## config.mk

```make
export PLATFORM = sky130hd
export DESIGN_NAME = cache_arbiter
export DESIGN_NICKNAME = d
export VERILOG_FILES = /design/src/rtl/cache_arbiter.sv
export SDC_FILE = /design/constraint.sdc
export NUM_CORES = 1
export LEC_CHECK = 0
export BUFFER_PORTS_ARGS = -buffer_cell sky130_fd_sc_hd__clkbuf_2
export CAP_MARGIN = 40
export CORE_AREA = 2 2 102 104
export CTS_CLUSTER_DIAMETER = 120
export DETAILED_ROUTE_END_ITERATION = 16
export DIE_AREA = 0 0 104 106
export PLACE_DENSITY = 0.48
export SLEW_MARGIN = 20
export SYNTH_ARGS = -nofsm -noshare
export SYNTH_HDL_FRONTEND = slang
export SYNTH_SLANG_ARGS = --single-unit
```

## constraint.sdc

```tcl
create_clock -name CLK -period 1.26 [get_ports CLK]
set_input_delay 0.063 -clock CLK [delete_from_list [all_inputs] [get_ports CLK]]
set_output_delay 0.063 -clock CLK [all_outputs]
set_load 0.05 [all_outputs]
```

## src/rtl/cache_arbiter.sv

```systemverilog
// Serialises icache and dcache requests onto a single-ported RAM.
// Optional starvation guard for icache: define ARB_STARVE_GUARD_EN.
module cache_arbiter #(
  parameter int STARVE_LIMIT = 4
) (
  input  logic        CLK,
  input  logic        nRST,
  input  logic        iREN,
  input  logic [31:0] iaddr,
  input  logic        dREN,
  input  logic        dWEN,
  input  logic [31:0] daddr,
  input  logic [31:0] dstore,
  input  logic [31:0] ramload,
  input  logic [1:0]  ramstate,
  output logic        iwait,
  output logic        dwait,
  output logic [31:0] iload,
  output logic [31:0] dload,
  output logic [31:0] ramaddr,
  output logic [31:0] ramstore,
  output logic        ramREN,
  output logic        ramWEN
);

  localparam logic [1:0] ACCESS = 2'd2;

  typedef enum logic [1:0] {
    IDLE,
    IGRANT,
    DGRANT
  } state_t;

  state_t state, next;
  logic   dreq;
  logic   forced;
  logic   icomp;
  logic   dcomp;

  assign dreq = dREN | dWEN;

  always_ff @(posedge CLK or negedge nRST) begin
    if (!nRST) state <= IDLE;
    else       state <= next;
  end

`ifdef ARB_STARVE_GUARD_EN
  localparam logic [3:0] LIMIT = 4'(STARVE_LIMIT);

  logic [3:0] starve_cnt;

  // Counts D wins while I waits; any gap in iREN forgives the debt.
  always_ff @(posedge CLK or negedge nRST) begin
    if (!nRST)
      starve_cnt <= '0;
    else if (!iREN || icomp)
      starve_cnt <= '0;
    else if (dcomp && starve_cnt != LIMIT)
      starve_cnt <= starve_cnt + 4'd1;
  end

  assign forced = iREN && (starve_cnt == LIMIT);
`else
  logic unused_limit;
  assign unused_limit = ^STARVE_LIMIT;
  assign forced = 1'b0;
`endif

  always_comb begin
    next     = state;
    iwait    = 1'b1;
    dwait    = 1'b1;
    iload    = '0;
    dload    = '0;
    ramaddr  = '0;
    ramstore = '0;
    ramREN   = 1'b0;
    ramWEN   = 1'b0;
    icomp    = 1'b0;
    dcomp    = 1'b0;
    unique case (state)
      IDLE: begin
        if (dreq && !forced) next = DGRANT;
        else if (iREN)       next = IGRANT;
      end
      IGRANT: begin
        ramREN  = iREN;
        ramaddr = iaddr;
        if (!iREN) begin
          next = IDLE;
        end else if (ramstate == ACCESS) begin
          iwait = 1'b0;
          iload = ramload;
          icomp = 1'b1;
          next  = IDLE;
        end
      end
      DGRANT: begin
        ramWEN   = dWEN;
        ramREN   = !dWEN && dREN;
        ramaddr  = daddr;
        ramstore = dWEN ? dstore : '0;
        if (!dreq) begin
          next = IDLE;
        end else if (ramstate == ACCESS) begin
          dwait = 1'b0;
          dload = dWEN ? '0 : ramload;
          dcomp = 1'b1;
          next  = IDLE;
        end
      end
      default: next = IDLE;
    endcase
  end

endmodule
```

==> qor.csv <==
stage,metric,value,unit
worst_setup_path,Buffers & Inverters on Critical Path,4,
logic_synthesis,Seq cells post-synth,2,
final_layout,fin nets,645,
clock_network,H-tree depth,1,
worst_setup_path,Critical Path Fanout Max,7,
place,post-placement setup slack,-0.333,ns
logic_synthesis,Syn Nets,350,
min_path,worst hold path class,in2async,
logic_synthesis,syn_area_per_cell,6.53,um^2
worst_setup_path,Setup CP Type,reg2out,
floorplan,Core Region,10000,um^2
worst_setup_path,launching point of the worst reg2reg path,state[1],
global_route,initial antenna violation count,0,
detailed_routing,vias per cell,4.41,
outcome,failing checks,setup timing,
timing,Peak Freq,573,MHz
outcome,status,finished with violations,
floorplan,Starting Density,0.138,
detailed_routing,Avg WL per Cell,18.0,um
place,Port Buffers,266,
global_route,number of global-route vias before repair,3066,
worst_setup_path,r2r worst-path depth,6,
clock_network,Worst-path clk slew,0.03,ns
timing,relative slew slack,0.788,
detailed_routing,DRT iter0 DRCs,80,
floorplan,die width,104,um
detailed_routing,WL final,11500,um
power,pwr/cell area,1500,nW/um^2
worst_setup_path,R2R setup slack,-0.21,ns
logic_synthesis,cell count after synthesis,211,
detailed_routing,routed vias,2827,
worst_setup_path,Critical Path RT,1.20,ns
worst_setup_path,crit-path cells,ha_4 > buf_12 > buf_12 > buf_16 > a22oi_2 > nor2b_4 > buf_8,
timing,setup ws final,-0.486,ns
clock_network,Sink Count,2,
global_route,first-pass GRT wire length,17400,um
global_route,grt total ovfl,0,
timing,Period minus WS final,1.75,ns
final_layout,"commonest non-fill, non-tap cells in the layout","clkbuf_2, clkbuf_16, and2_4",
global_route,largest net degree at the start of global routing,33,
timing,final hold violations,0,
logic_synthesis,Synth async-reset ratio,1.00,
worst_setup_path,cell mode on critical path,buf_12,
place,Post-DP Area,4100,um^2
detailed_routing,DRC viols,0,
power,Max VDD drop,1190,uV
power,leakage,2.96,nW
logic_synthesis,Synth Warn #,0,
floorplan,# IOs,267,
logic_synthesis,Synth Flop Type,dfrtp_1,
worst_setup_path,Critical Path Start Type,register,
timing,Tcrit/Tclk final,1.39,
worst_setup_path,nature of the critical path endpoint,primary output,
final_layout,layout cell share with drive strength beyond 1,0.976,
worst_setup_path,Crit Reg-Reg Endpoint,state[0],
place,HPWL after DPL,6480,um
logic_synthesis,"Seq/Total Area, Yosys",0.0363,
timing,Setup Skew,0.00396,ns
logic_synthesis,Yosys cell types,26,
floorplan,Die Y,106,um
clock_network,Root Buffer,clkbuf_8,
clock_network,clock tree buffer depth,2,
run,Max-cap violations,0,
floorplan,Die ar.,11000,um^2
final_layout,max reg flops,2,
floorplan,Core Rows,37,
worst_setup_path,slowest CP cell,dfrtp_2,
global_route,total track usage,0.196,
detailed_routing,drt first pass iters,4,
worst_setup_path,arrival time worst endpoint,1.68,ns
clock_network,CTS buffer count,3,
worst_setup_path,Top delay family on crit path,buffers and inverters,
timing,fin. max-slew vios,0,
timing,unrepaired setup endpoints after global routing,true,
timing,Worst Tran Pin Value,0.318,ns
clock_network,Clock Latency Late Sink,0.21,ns
final_layout,post-route cell area,6550,um^2
final_layout,Reg with most FFs,state,
worst_setup_path,"slowest stage delay, CP",0.43,ns
final_layout,Area growth syn-to-layout,375,%
detailed_routing,Routed Antenna Nets,0,
place,GPL Wtd Cong,0.743,
final_layout,biggest regs,state: 2 flops,
logic_synthesis,synthesized cell area,1380,um^2
logic_synthesis,"EDFF count, synth",0,
clock_network,TritonCTS clock tree,yes,
final_layout,diodes inserted,0,
timing,number of endpoints failing setup at the final stage,134,
final_layout,"commonest non-fill, non-tap cell in the layout",clkbuf_2,
==> area by class of cell <==
cell class / instances / area [um^2]
Sequential cell: 2 / 52.6
Timing Repair Buffer: 314 / 4260
Multi-Input combinational cell: 181 / 2010
Tap cell: 136 / 170
Fill cell: 696 / 3450
Inverter: 4 / 18.8
Clock buffer: 4 / 45.0
==> per-layer routing <==
metal	share of wire	vias up	global-route usage
met5	0	-	0
met3	0.061	6	0.0405
met2	0.58	144	0.399
met4	0.0038	0	0.0232
li1	-	1318	-
met1	0.35	1359	0.212
==> worst reg2reg max path: cells and delay by family (launching register included) <==
family / cells / cell delay [ns]
flip-flops: 1 / 0.43
buffers and inverters: 3 / 0.42
AO/OA/AOI/OAI: 2 / 0.36
adder cells (fa/ha/maj): 1 / 0.19
==> power by group <==
part,switching [mW],internal (mW)
Sequential,0.0325,0.0913
Combinational,4.30,5.16
Clock,0.0539,0.215
Total,4.39,5.46
==> stage by stage <==
stage	total power [mW]	TNS (ns)	utilization	std cells	hold WS, ns
3_5_place_dp	6.15	-30.66	0.410	608	-0.151
3_3_place_gp	6.12	-26.49	0.410	608	-0.150
2_1_floorplan	4.81	-16.09	-	211	-0.233
5_1_grt	10.3	-63.96	0.655	641	0.184
4_1_cts	9.39	-55.62	0.648	636	0.183
6_report	9.85	-54.64	0.655	641	0.183
==> kinds of logic after synthesis <==
family	Yosys count	synth area share
compound gates	39	0.211
fa+ha+maj	4	0.0363
buf+inv	28	0.0908
flops	2	0.0363
simple gates	138	0.626
==> synth_stat cells, types with 2 or more instances <==
master    instances  share of area
clkbuf_2          6          0.022
nor2b_1          32           0.15
nor2_1            3         0.0082
and3_2            3          0.016
a22oi_1          32           0.17
ha_1              4          0.036
buf_2             4          0.015
and3_1           29           0.13
inv_1             4          0.011
clkbuf_1         13          0.035
and2_1           65           0.30
dfrtp_1           2          0.036
==> repair_timing <==
item | 4_1_cts | 5_1_grt
endpoints found under the hold margin | 2 | 0
buffers inserted | 12 | 10
pin swaps | 10 | 10
gates resized for setup | 325 | 44
gates cloned | 11 | 4
hold buffers | 1 | 0
setup endpoints to repair | 134 | 134
==> worst max path at each step <==
stage | cells after the start | to | slack [ns] | startpoint
after floorplan | 7 | iwait | -0.17 | state[1]
after global placement | 7 | iload[8] | -0.29 | state[1]
after detailed placement | 7 | iload[0] | -0.33 | state[1]
after CTS | 8 | iload[18] | -0.49 | state[1]
after global routing | 8 | iload[18] | -0.56 | state[1]
final | 7 | ramaddr[2] | -0.49 | state[1]
(Power assumes the default switching activity.)
